**config.mk**
```make
export PLATFORM = sky130hd
export DESIGN_NAME = split_rx
export DESIGN_NICKNAME = d
export VERILOG_FILES = /design/src/rtl/split_rx.sv
export SDC_FILE = /design/constraint.sdc
export NUM_CORES = 1
export LEC_CHECK = 0
export ABC_AREA = 1
export BUFFER_PORTS_ARGS = -buffer_cell sky130_fd_sc_hd__buf_2
export CORE_MARGIN = 2
export CORE_UTILIZATION = 30
export DETAILED_ROUTE_END_ITERATION = 8
export HOLD_SLACK_MARGIN = 0.05
export PLACE_DENSITY = 0.45
export SYNTH_ARGS = -nofsm -noshare
export SYNTH_HDL_FRONTEND = slang
export SYNTH_SLANG_ARGS = --single-unit
```
**constraint.sdc**
```tcl
create_clock -name clk -period 2.1 [get_ports clk]
set_clock_uncertainty 0.2 [all_clocks]
set_input_delay 0.42 -clock clk [delete_from_list [all_inputs] [get_ports clk]]
set_output_delay 0.42 -clock clk [all_outputs]
set_load 0.02 [all_outputs]
```
**src/rtl/split_rx.sv**
```systemverilog
// Serial frame receiver: oversamples sclk_n/cs_n/sdi on clk and assembles MSB-first words.
// Define SPLIT_RX_SYNC_EN to add two-flop synchronizers on all three inputs.
module split_rx #(
    parameter int WIDTH = 8
) (
    input  logic             clk,
    input  logic             rst_a_n,
    input  logic             ena,
    input  logic             sclk_n,
    input  logic             cs_n,
    input  logic             sdi,
    output logic [WIDTH-1:0] data,
    output logic             valid,
    output logic             frame_err,
    output logic             overrun,
    output logic             busy
);
    localparam int CW = $clog2(WIDTH + 1);
    localparam logic [CW-1:0] LAST = CW'(WIDTH - 1);
    localparam logic [CW-1:0] FULL = CW'(WIDTH);

    typedef enum logic [1:0] {IDLE, SHIFT, TAIL} state_t;

    logic s_sclk, s_cs, s_sdi;

`ifdef SPLIT_RX_SYNC_EN
    logic [1:0] sclk_q, cs_q, sdi_q;

    always_ff @(posedge clk or negedge rst_a_n) begin
        if (!rst_a_n) begin
            sclk_q <= 2'b11;
            cs_q   <= 2'b11;
            sdi_q  <= 2'b00;
        end else begin
            sclk_q <= {sclk_q[0], sclk_n};
            cs_q   <= {cs_q[0], cs_n};
            sdi_q  <= {sdi_q[0], sdi};
        end
    end

    assign s_sclk = sclk_q[1];
    assign s_cs   = cs_q[1];
    assign s_sdi  = sdi_q[1];
`else
    assign s_sclk = sclk_n;
    assign s_cs   = cs_n;
    assign s_sdi  = sdi;
`endif

    logic             sclk_prev;
    logic             fall;
    state_t           state;
    logic [CW-1:0]    cnt;
    logic [WIDTH-2:0] sh;
    logic [WIDTH-1:0] word_next;

    assign fall      = sclk_prev & ~s_sclk;
    assign word_next = {sh, s_sdi};
    assign busy      = (state != IDLE);

    always_ff @(posedge clk or negedge rst_a_n) begin
        if (!rst_a_n) sclk_prev <= 1'b1;
        else          sclk_prev <= s_sclk;
    end

    always_ff @(posedge clk or negedge rst_a_n) begin
        if (!rst_a_n) begin
            state     <= IDLE;
            cnt       <= '0;
            sh        <= '0;
            data      <= '0;
            valid     <= 1'b0;
            frame_err <= 1'b0;
            overrun   <= 1'b0;
        end else begin
            valid     <= 1'b0;
            frame_err <= 1'b0;
            overrun   <= 1'b0;
            if (!ena) begin
                // Abort: drop whatever frame was in progress, no status pulses.
                state <= IDLE;
                cnt   <= '0;
                sh    <= '0;
            end else begin
                case (state)
                    IDLE: begin
                        cnt <= '0;
                        if (!s_cs) state <= SHIFT;
                    end
                    SHIFT: begin
                        if (fall) begin
                            sh <= word_next[WIDTH-2:0];
                            if (cnt == LAST) begin
                                // Completing fall wins over a coincident cs_n rise.
                                data  <= word_next;
                                valid <= 1'b1;
                                if (s_cs) begin
                                    state <= IDLE;
                                    cnt   <= '0;
                                end else begin
                                    state <= TAIL;
                                    cnt   <= FULL;
                                end
                            end else if (s_cs) begin
                                frame_err <= 1'b1;
                                state     <= IDLE;
                                cnt       <= '0;
                                sh        <= '0;
                            end else begin
                                cnt <= cnt + CW'(1);
                            end
                        end else if (s_cs) begin
                            frame_err <= (cnt != '0);
                            state     <= IDLE;
                            cnt       <= '0;
                            sh        <= '0;
                        end
                    end
                    TAIL: begin
                        if (fall) overrun <= 1'b1;
                        if (s_cs) begin
                            state <= IDLE;
                            cnt   <= '0;
                        end
                    end
                    default: begin
                        state <= IDLE;
                        cnt   <= '0;
                    end
                endcase
            end
        end
    end
endmodule

```
After elaboration in Yosys (flattened, before gate mapping)
Cells that the tools add are included.

cells by class
  $add $sub $neg = 1
  eq/ne operators = 6
  multiplexer cells = 33
  bitwise gates (word level) = 2
  reduce and logical (&&, ||, !) cells = 5

operators with widths
  cell                                                                   number
  7-bit two-way mux                                                      6
  4-bit two-way mux                                                      6
  1-bit two-way mux                                                      13
  2-bit two-way mux                                                      6
  4-bit case mux with 2 select lines                                     1
  2-bit case mux with 3 select lines                                     1
  4-bit by 1-bit adder with 4-bit output, second input constant          1
  4-bit by 3-bit equality test with 1-bit output, second input constant  1
  4-bit AND reduction                                                    1
  4-bit nonzero test                                                     1
  3-bit by 1-bit != test with 1-bit output, second input constant        1
  3-bit != test, second input constant                                   1
  2-bit by 1-bit equality test with 1-bit output, second input constant  1
  2-bit equality test, second input constant                             1
  2-bit zero test                                                        1
  2-bit by 1-bit != test with 1-bit output, second input constant        1
  2-bit AND reduction                                                    1
  2-bit nonzero test                                                     1
  1-bit AND                                                              1
  1-bit inverter                                                         1

storage, ports and cells
  bits in registers = 25

Logic depth before layout (Yosys ltp)
Gate-level depths: netlist of the first run.

  depth after elaboration = 6
  gate-level depth with buffers = 10
  depth with buffers taken out = 10

Least setup slack after synthesis of the first run
No wires, ideal clock.

  path type = flip-flop to flip-flop
  start = reg state[1]
  end = reg sh[0]
  library setup time = 0.065 ns
  arrival = 1.425 ns
  slack = 0.409 ns
  stages on the path, launching flop included = 9
  buffers on the path = 0
  period minus slack after synthesis = 1.691 ns
  path through = dfrtp_1 > inv_1 > ha_1 > inv_1 > nor2_4 > inv_1 > nand2_1 > nand4_1 > nand2_1

on the way
  cells in the longest elaborated chain, start to end = 3

RTL lines
  element                                                    RTL line  source
  start, declared                                            52        state_t state;
  start signal, assigned                                     68        state <= IDLE;
  start signal, assigned                                     81        state <= IDLE;
  start signal, assigned                                     88        if (!s_cs) state <= SHIFT;
  2-bit by 1-bit equality test with 1-bit output             85        case (state)
  2-bit by 1-bit != test with 1-bit output (no source line)  -
  2-bit AND reduction (no source line)                       -
  end signal, assigned                                       92        sh <= word_next[WIDTH-2:0];
  end, declared                                              54        logic [WIDTH-2:0] sh;

No other way between the ends.
A chain may end at the register's enable or synchronous reset.

Worst setup path after layout of the first run
  start = in sclk_n
  end = reg data[0]

on the way
  cells in the longest elaborated chain, start to end = 3

RTL lines
  element                               RTL line  source
  start, declared                       9         input logic sclk_n,
  1-bit inverter                        57        assign fall = sclk_prev & ~s_sclk;
  1-bit AND                             57
  4-bit AND reduction (no source line)  -
  end signal, assigned                  95        data <= word_next;
  end, declared                         12        output logic [WIDTH-1:0] data,

No other way between the ends.

==> impl_metrics.yaml, run 1 <==
timing:
  tns_ns: 0
  rsz0062_at_grt: "false"
  max_freq_mhz: 518.4
  worst_slew_pin_slew_ns: 0.5680
  slew_violations: 0
  fin_crit_sh_pct: 91.86
  final.min_clock_period_ns: 1.929
  finalHoldViolCount: 0
  max-slew-margin-rel_pct: 62.13
  holdWs_ns: 0.2078
  finalSetupViolCount: 0
layout:
  drive_gt1_share_pct: 20.86
  fin_nets: 176
  fin_cells: 213
  nFillCells: 427
  n_antenna_cell: 0
  syn2layout_area_growth_pct: 17.56
logic_synthesis:
  synthDistinctLibCells: 23
  ys_seq_area_share_pct: 50.55
  syn-cell-area_sq_mm: 0.001240
  yosys.area.top_type_share_pct: 48.44
  synth_seq_cells: 25
  syn_inst: 140
  synth_ff_type: "dfrtp_1"
  ys_top_cells_by_area: "dfrtp_1 48%, nand2_1 8.2%, inv_1 7.6%"
  syn_nets: 152
  synth_top_area_cell: "dfrtp_1"
  yosysMostFrequentCell: "nand2_1"
  yosys_warnings: 0
  syn_area_per_cell_sq_um: 8.857
  async_flop_share_pct: 100.0
  yosys-top-cells-count: "27 x nand2_1, 25 x inv_1, 24 x dfrtp_1"
  synth-edff-count: 0
power:
  p_sw_share_pct: 26.84
  p_comb_share_pct: 11.0
  p_int_mw: 0.6484
  powerDensity_mw_per_mm2: 608.0
  power_frac_clock_pct: 33.6
  leakage_nw: 0.7344
  ir_worst_vdd_mv: 0.3036
  power_frac_seq_pct: 55.4
  p_sw_mw: 0.2379
detailed_routing:
  wl_microns: 2515
  viasPerCell: 4.662
  first_iter_violations: 25
  dr_total_vias: 993
  drt.antenna.violating_nets: 0
  avgRoutedWirePerCell_microns: 11.81
  drt-pass1-iter-count: 4
  drcViolationCount: 0
setup_path:
  ff2ff_path_depth: 8
  critPathMaxFanout: 17
  startpoint_type: "input pin"
  required_ns: 2.06
  end_kind: "flip-flop"
  rrSetupSlack_ns: 0.23
  critPathMaxStageDelay_ns: 0.53
  rr_endpoint: "sh[1]$_DFFE_PN0P_"
  reg2reg_from: "state[1]$_DFFE_PN0P_"
  worstPathCellList: "dlygate4sd3_1 > buf_2 > inv_1 > nand2_2 > inv_1 > nand2_2 > nor3_4 > buf_4 > o21ai_0"
  arrival_ns: 1.89
  crit_type: "input pin to flip-flop"
  crit_slowest_cell: "dlygate4sd3_1"
placed_design:
  dpl.hpwl_microns: 1847
  dp.cells: 207
  place_congestion: 0.8371
  portBuffers: 17
die:
  die_area_sq_mm: 0.004664
  rows: 23
  start_util_pct: 31.00
  io_pins: 18
  chipHeight_microns: 68.29
  core_area_sq_mm: 0.004000
  die_x_microns: 68.29
cts:
  h-tree-depth: 1
  cts_tree: "built"
  clk_latency_ns: 0.27
  cts.sinks: 25
  clk_path_buf_depth: 2
  clkTransAtPathRegs_ns: 0.10
  root_buffer: "clkbuf_8"
  numCtsBuffers: 3
global_route:
  grt_pass1_wl_microns: 4236
  antenna_found_initial: 0
  grtUsageTotal_pct: 12.22
  grt_max_degree: 26
  grt_pass1_vias: 973
  overflow: 0
hold_path:
  hold_end: "data[0]$_DFFE_PN0P_"
  hold_class: "input pin to flip-flop"
  min_from: "sdi"
  hold_depth: 3
flow_run:
  max_cap_violations: 0
outcome:
  status: "completed"
## layer usage
metal / track usage, % / part of all wire, %
met4: 3.750 / 1.2
met2: 20.27 / 46
met5: 0 / 0
met1: 15.35 / 49
met3: 3.454 / 4.0
## state kept, by name, summed over array words and instances, names as in the netlist
register,flops
sclk_prev,1
cnt,4
valid,1
frame_err,1
overrun,1
data,8
state,2
sh,7
## power by group through the flow
stage	Combinational [mW]	Clock (mW)	Sequential, mW
4_1_cts	0.0971	0.314	0.491
6_report	0.0974	0.298	0.491
3_3_place_gp	0.0923	0	0.500
5_1_grt	0.110	0.333	0.492
3_5_place_dp	0.0938	0	0.500
2_1_floorplan	0.0599	0	0.500
## critical path: cells and delay by family
kind            cells  cell delay (ns)
buf+inv             5             1.05
compound gates      1             0.11
simple gates        3             0.30
## placed cells by master (no fill, tap or decap), types with 2 or more instances in the layout
cell type | synthesis | final
nor3_1 | 3 | 3
buf_2 | 0 | 17
nand4_1 | 8 | 8
inv_1 | 25 | 25
dlygate4sd3_1 | 0 | 2
nor4_1 | 2 | 2
nor2_1 | 5 | 5
ha_1 | 6 | 6
nand2_2 | 3 | 5
clkbuf_8 | 0 | 3
nand3_1 | 13 | 13
a21oi_1 | 5 | 5
nand2_1 | 27 | 25
dfrtp_1 | 24 | 24
o21ai_0 | 8 | 8
## how the worst max path moves through the flow
stage                          from             endpoint  slack (ns)  cells after the start
2_1_floorplan  state[1]$_DFFE_PN0P_    sh[0]$_DFFE_PN0P_        0.41                      8
3_3_place_gp   state[1]$_DFFE_PN0P_    sh[3]$_DFFE_PN0P_        0.23                      8
3_5_place_dp   state[1]$_DFFE_PN0P_    sh[0]$_DFFE_PN0P_        0.17                      8
4_1_cts                      sclk_n    sh[3]$_DFFE_PN0P_        0.02                      9
5_1_grt        state[1]$_DFFE_PN0P_    sh[3]$_DFFE_PN0P_        0.04                      8
6_report                     sclk_n  data[0]$_DFFE_PN0P_        0.17                      9
## cell type report
| class | count | area (sq um) | area share, % |
|---|---|---|---|
| sequential | 25 | 626.9 | 43.00 |
| multi-input combinational | 89 | 513.0 | 35.19 |
| timing repair buffer | 20 | 112.6 | 7.725 |
| inverter | 25 | 93.84 | 6.438 |
| tap | 50 | 62.56 | 4.292 |
| clock buffer | 3 | 41.29 | 2.833 |
| clock inverter | 1 | 7.507 | 0.5150 |
## kinds of logic after synthesis
group	share of synthesized area [%]
AO/OA/AOI/OAI	8.982
AND/OR/NAND/NOR	25.93
adder cells (fa/ha/maj)	6.054
buffers and inverters	8.476
flip-flops	50.56
## stage by stage
step	instance area [sq um]	setup slack [ns]	power, mW	utilization [%]
floorplan	1240	0.4094	0.5596	-
global placement	1384	0.2348	0.5925	34.59
detailed placement	1384	0.1711	0.5943	34.59
CTS	1453	0.02354	0.9020	36.32
global route	1458	0.03588	0.9347	36.44
finish	1458	0.1710	0.8863	36.44
## what timing repair did
item	CTS	global route
hold buffers	2	0
endpoints found under the setup margin	0	13
hold endpoints to repair	25	0
resized for setup	0	2
setup buffers	0	0
(Power assumes the default switching activity.)
==> run 2: changes to the inputs <==
--- a/config.mk
+++ b/config.mk
@@ -8,10 +8,12 @@
 export ABC_AREA = 1
 export BUFFER_PORTS_ARGS = -buffer_cell sky130_fd_sc_hd__buf_2
 export CORE_MARGIN = 2
-export CORE_UTILIZATION = 30
+export CORE_UTILIZATION = 55
 export DETAILED_ROUTE_END_ITERATION = 8
 export HOLD_SLACK_MARGIN = 0.05
-export PLACE_DENSITY = 0.45
+export MAX_ROUTING_LAYER = met4
+export PLACE_DENSITY = 0.75
 export SYNTH_ARGS = -nofsm -noshare
 export SYNTH_HDL_FRONTEND = slang
 export SYNTH_SLANG_ARGS = --single-unit
+export TNS_END_PERCENT = 10
==> run 2 against run 1 <==
First-iteration DRC count rose by 48%. Sequential power barely moved. Largest cell class unchanged. Critical path depth fell by 5. Combinational power fell by 0.4%. Hold slack got worse by 0.078 ns. Largest power group unchanged. Design area fell by 3.5%.
==> impl_metrics.yaml, run 2 (synthesized netlist as in run 1, its figures left out) <==
outcome:
  status: "completed"
power:
  ir_worst_vdd_mv: 0.3976
  leakage_nw: 0.7300
  power_frac_clock_pct: 26.5
  powerDensity_mw_per_mm2: 569.6
  power_frac_seq_pct: 61.4
  p_int_mw: 0.5853
  fin_total_pwr_mw: 0.8011
  p_comb_share_pct: 12.1
  p_sw_share_pct: 26.94
  p_sw_mw: 0.2158
layout:
  largest_reg_flops: 8
  final_common_cell: "nand2_1"
  nFillCells: 194
  biggestRegsByFlops: "data x8, sh x7, cnt x4"
  drive_gt1_share_pct: 20.25
  syn2layout_area_growth_pct: 13.42
  largest_register: "data"
  fin_nets: 176
  finish.utilization_pct: 64.82
  n_antenna_cell: 0
  final_cell_mix: "26 x nand2_1, 25 x inv_1, 24 x dfrtp_1"
timing:
  worst_slew_pin_slew_ns: 0.5431
  finalSetupViolCount: 0
  final.min_clock_period_ns: 1.953
  holdWs_ns: 0.1297
  slew_violations: 0
  finalHoldViolCount: 0
  tns_ns: 0
  setup_slack_ns: 0.1468
  max-slew-margin-rel_pct: 63.79
  rsz0062_at_grt: "false"
  fin_crit_sh_pct: 93.01
  max_freq_mhz: 512.0
setup_path:
  arrival_ns: 1.33
  worstPathCellList: "inv_1 > ha_1 > inv_1 > buf_2"
  end_kind: "primary output"
  reg2reg_from: "state[1]$_DFFE_PN0P_"
  path_common_cell: "inv_1"
  required_ns: 1.48
  startpoint_type: "flip-flop"
  rr_endpoint: "sh[2]$_DFFE_PN0P_"
  endpoint: "busy"
  critPathMaxFanout: 4
  ff2ff_path_depth: 8
  critPathMaxStageDelay_ns: 0.43
  crit_type: "flip-flop to primary output"
  rrSetupSlack_ns: 0.19
  crit_slowest_cell: "dfrtp_1"
  crit_start: "state[0]$_DFFE_PN0P_"
global_route:
  grt_max_degree: 26
  grt_pass1_wl_microns: 4160
  antenna_found_initial: 0
  overflow: 0
  use_met3_pct: 3.509
  grt-busiest-layer: "met2"
  grtUsageTotal_pct: 22.51
  use_met1_pct: 29.56
  grt_pass1_vias: 964
  gr-usage-met2_pct: 33.12
cts:
  clk_path_buf_depth: 2
  numCtsBuffers: 3
  clkTransAtPathRegs_ns: 0.13
  h-tree-depth: 1
  post_cts_buffers: 0
  cts_tree: "built"
  clk_latency_ns: 0.32
  root_buffer: "clkbuf_4"
  cts.sinks: 25
die:
  chipHeight_microns: 51.48
  core_area_sq_mm: 0.002170
  rows: 17
  die_x_microns: 51.48
  die_area_sq_mm: 0.002650
  start_util_pct: 57.15
  io_pins: 18
detailed_routing:
  wl_microns: 2440
  dr_total_vias: 1014
  drcViolationCount: 0
  drt-pass1-iter-count: 4
  avgRoutedWirePerCell_microns: 12.77
  first_iter_violations: 37
  viasPerCell: 5.309
  drt.antenna.violating_nets: 0
placed_design:
  place_congestion: 0.9712
  portBuffers: 17
  pre_cts_ws_ns: 0.1966
  dpl.hpwl_microns: 1743
flow_run:
  max_cap_violations: 0
hold_path:
  hold_class: "input pin to flip-flop"
==> run 2: changes by cell type in the layout (fill, tap and decap cells not counted), sizes merged <==
| cell | change |
|---|---|
| clkinv | +1 |
| clkinvlp | -1 |
==> run 2: worst max-delay path: cells and delay by family, from the launching register on <==
family / cells / cell delay [ns]
buffers and inverters: 3 / 0.34
adders and majority gates: 1 / 0.24
DFF: 1 / 0.43
==> run 2: per-layer routing <==
metal  vias to the layer above  part of all wire [%]
li1                        502                     -
met1                       464                    48
met2                        40                    44
met3                         8                   5.1
met4                         0                   3.0
met5                         -                     0
==> run 2: worst min-delay path by stage <==
stage / start / to / slack, ns / cells after the start
final: sdi / data[0]$_DFFE_PN0P_ / 0.13 / 3
after global routing: sdi / sh[0]$_DFFE_PN0P_ / 0.15 / 3
after floorplan: rst_a_n / cnt[0]$_DFF_PN0_ / -0.08 / 0
after detailed placement: rst_a_n / cnt[1]$_DFF_PN0_ / 0.23 / 1
after global placement: rst_a_n / cnt[0]$_DFF_PN0_ / 0.23 / 1
after CTS: sdi / data[0]$_DFFE_PN0P_ / 0.13 / 3
==> run 2: metrics by stage <==
| step | cells | cell area (sq um) |
|---|---|---|
| 2_1_floorplan | 140 | 1240 |
| 3_3_place_gp | 185 | 1356 |
| 3_5_place_dp | 185 | 1356 |
| 4_1_cts | 191 | 1404 |
| 5_1_grt | 191 | 1406 |
| 6_report | 191 | 1406 |
==> run 2: area by class of cell <==
class                   count  area [sq um]  area share [%]
inverters                  25         93.84           6.673
clock inverters             1         5.005          0.3559
multi-input cells          89         510.5           36.30
repair buffers             20         112.6           8.007
clock buffers               3         22.52           1.601
flip-flops and latches     25         626.9           44.57
well taps                  28         35.03           2.491
==> run 2: repair_timing <==
action / CTS / global route
endpoints found under the setup margin: 0 / 5
hold endpoints to repair: 25 / 0
resized for setup: 0 / 1
hold buffers: 2 / 0
==> run 2: power by group through the flow <==
stage	combinational, mW	sequential (mW)	clock (mW)
global route	0.109	0.492	0.238
global placement	0.0893	0.500	0
floorplan	0.0599	0.500	0
CTS	0.0959	0.491	0.218
detailed placement	0.0921	0.500	0
finish	0.0970	0.491	0.213
==> run 3: changes to the inputs <==
--- a/config.mk
+++ b/config.mk
@@ -5,11 +5,12 @@
 export SDC_FILE = /design/constraint.sdc
 export NUM_CORES = 1
 export LEC_CHECK = 0
-export ABC_AREA = 1
+export ABC_AREA = 0
 export BUFFER_PORTS_ARGS = -buffer_cell sky130_fd_sc_hd__buf_2
 export CORE_MARGIN = 2
 export CORE_UTILIZATION = 55
 export DETAILED_ROUTE_END_ITERATION = 8
+export GPL_TIMING_DRIVEN = 0
 export HOLD_SLACK_MARGIN = 0.05
 export MAX_ROUTING_LAYER = met4
 export PLACE_DENSITY = 0.75
==> run 3 against run 2 <==
Power decreased by 1.9%. Sequential share of layout area increased by 0.28 points. Cell count decreased by 15%. Global-route usage decreased by 2.0 points. Non-clock buffer count increased by 4. Die area decreased by 1.8%. First-iteration DRC count decreased by 62%. Combinational power decreased by 23%. Register-to-register slack got worse by 0.11 ns. Largest power group unchanged.
==> impl_metrics.yaml, run 3 <==
outcome:
  status: "completed"
layout:
  n_antenna_cell: 0
  drive_gt1_share_pct: 29.63
  largest_register: "data"
  fin_cells: 163
  fin_nets: 148
  biggestRegsByFlops: "data x8, sh x7, cnt x4"
  final_common_cell: "dfrtp_1"
  largest_reg_flops: 8
  final_cell_mix: "24 x dfrtp_1, 19 x buf_2, 9 x mux2_2"
  syn2layout_area_growth_pct: 14.92
  nFillCells: 174
logic_synthesis:
  synthAdderAreaFrac_pct: 6.173
  synth_top_area_cell: "dfrtp_1"
  yosys-top-cells-count: "24 x dfrtp_1, 9 x mux2_2"
  syn_inst: 112
  ys_seq_area_share_pct: 51.54
  syn_nets: 124
  synth-simple-area-share_pct: 19.34
  synth_ff_type: "dfrtp_1"
  synth_xor_area_share_pct: 0
  synthMuxAreaShare_pct: 8.333
  ys_top_cells_by_area: "dfrtp_1 49%, mux2_2 8.3%, ha_1 6.2%"
  syn-cell-area_sq_mm: 0.001216
  async_flop_share_pct: 100.0
  synthDistinctLibCells: 33
  yosysMostFrequentCell: "dfrtp_1"
  synth_compound_area_share_pct: 9.979
  syn_area_per_cell_sq_um: 10.86
  yosys.area.top_type_share_pct: 49.38
  synth_top_family_by_area: "simple AND/OR/NAND/NOR gates"
  yosys_warnings: 0
  synth-edff-count: 0
  synth_seq_cells: 25
placed_design:
  portBuffers: 17
  dpl.hpwl_microns: 1627
  dp.cells: 157
  pre_cts_ws_ns: 0.1034
  place_congestion: 0.7760
die:
  start_util_pct: 56.61
  rows: 17
  die_x_microns: 51.03
  core_area_sq_mm: 0.002148
  die_area_sq_mm: 0.002604
  io_pins: 18
  chipHeight_microns: 51.03
setup_path:
  arrival_ns: 2.06
  critPathMaxStageDelay_ns: 0.50
  startpoint_type: "flip-flop"
  ff2ff_path_depth: 5
  crit_type: "flip-flop to flip-flop"
  crit_start: "state[0]$_DFFE_PN0P_"
  rr_endpoint: "state[0]$_DFFE_PN0P_"
  critPathMaxFanout: 6
  worstPathCellList: "inv_1 > ha_1 > nor2_2 > or4b_4 > o32ai_1"
  endpoint: "state[0]$_DFFE_PN0P_"
  rrSetupSlack_ns: 0.08
  crit_slowest_cell: "or4b_4"
  end_kind: "flip-flop"
  reg2reg_from: "state[0]$_DFFE_PN0P_"
  required_ns: 2.14
cts:
  numCtsBuffers: 3
  h-tree-depth: 1
  clk_path_buf_depth: 2
  cts.sinks: 25
  root_buffer: "clkbuf_4"
  clk_latency_ns: 0.32
  clkTransAtPathRegs_ns: 0.15
  cts_tree: "built"
  post_cts_buffers: 0
global_route:
  grt_max_degree: 26
  grtUsageTotal_pct: 20.56
  grt_pass1_vias: 905
  use_met3_pct: 2.924
  gr-usage-met2_pct: 31.82
  use_met1_pct: 25.39
  grt_pass1_wl_microns: 3836
  grt-busiest-layer: "met2"
  antenna_found_initial: 0
  overflow: 0
power:
  ir_worst_vdd_mv: 0.5454
  powerDensity_mw_per_mm2: 562.4
  leakage_nw: 0.6903
detailed_routing:
  wl_microns: 2366
  drt.antenna.violating_nets: 0
  viasPerCell: 5.840
  first_iter_violations: 14
  dr_total_vias: 952
  drcViolationCount: 0
  drt-pass1-iter-count: 4
  avgRoutedWirePerCell_microns: 14.52
hold_path:
  min_from: "sdi"
  hold_class: "input pin to flip-flop"
timing:
  max_freq_mhz: 494.9
  setup_slack_ns: 0.07920
  finalHoldViolCount: 0
  slew_violations: 0
  rsz0062_at_grt: "false"
  max-slew-margin-rel_pct: 63.63
  final.min_clock_period_ns: 2.021
  worst_slew_pin_slew_ns: 0.5455
  fin_crit_sh_pct: 96.23
  tns_ns: 0
  finalSetupViolCount: 0
  holdWs_ns: 0.1457
flow_run:
  max_cap_violations: 0
[run 3: area by class of cell]
type	count	area, sq um	area share [%]
flip-flops and latches	25	626.9	44.85
multi-input cells	74	544.3	38.94
repair buffers	19	105.1	7.520
well taps	28	35.03	2.507
inverters	8	30.03	2.149
plain buffers	5	26.28	1.880
clock buffers	3	22.52	1.611
clock inverters	1	7.507	0.5372
[run 3: logic make-up (layout without fill, tap and decap cells)]
kind of cell,count (synthesis),in the layout
multiplexers,9,9
AO/OA/AOI/OAI,20,20
adder cells (fa/ha/maj),6,6
buffers and inverters,13,36
flip-flops,25,25
AND/OR/NAND/NOR,39,39
[run 3: report_power, final]
part	internal, mW	switching, mW
Combinational	0.0231	0.0514
Clock	0.0727	0.150
Sequential	0.486	0.00287
Total	0.581	0.205
[run 3: layer usage]
metal | up-vias | routed length [microns] | share of wire, %
met1 | 466 | 1110 | 47
met2 | 37 | 1130 | 48
met3 | 2 | 107 | 4.5
met4 | 0 | 18 | 0.76
li1 | 447 | - | -
met5 | - | 0 | 0
[run 3: worst min-delay path by stage]
stage / end / slack (ns) / cells after the start
4_1_cts: data[0]$_DFFE_PN0P_ / 0.14 / 2
3_5_place_dp: data[5]$_DFFE_PN0P_ / 0.24 / 1
5_1_grt: data[0]$_DFFE_PN0P_ / 0.14 / 2
6_report: data[0]$_DFFE_PN0P_ / 0.15 / 2
2_1_floorplan: cnt[0]$_DFF_PN0_ / -0.08 / 0
3_3_place_gp: data[5]$_DFFE_PN0P_ / 0.23 / 1
[run 3: what timing repair did]
item / CTS / global route
resized for setup: 0 / 3
hold endpoints to repair: 25 / 0
endpoints found under the setup margin: 0 / 15
hold buffers: 2 / 0
[run 3: stage by stage]
stage	util, %	area [sq um]	power (mW)
after global routing	65.06	1398	0.8141
final	65.06	1398	0.7860
after CTS	64.53	1386	0.7862
after global placement	62.20	1336	0.5638
after detailed placement	62.20	1336	0.5665
after floorplan	-	1216	0.5372
[run 3: critical path, delay by kind of cell (launching register included)]
| kind | cells | cell delay [ns] |
|---|---|---|
| and+or+nand+nor | 2 | 0.59 |
| DFF | 1 | 0.45 |
| adders and majority gates | 1 | 0.30 |
| AOI/OAI and AO/OA | 1 | 0.29 |
| buffers and inverters | 1 | 0.11 |
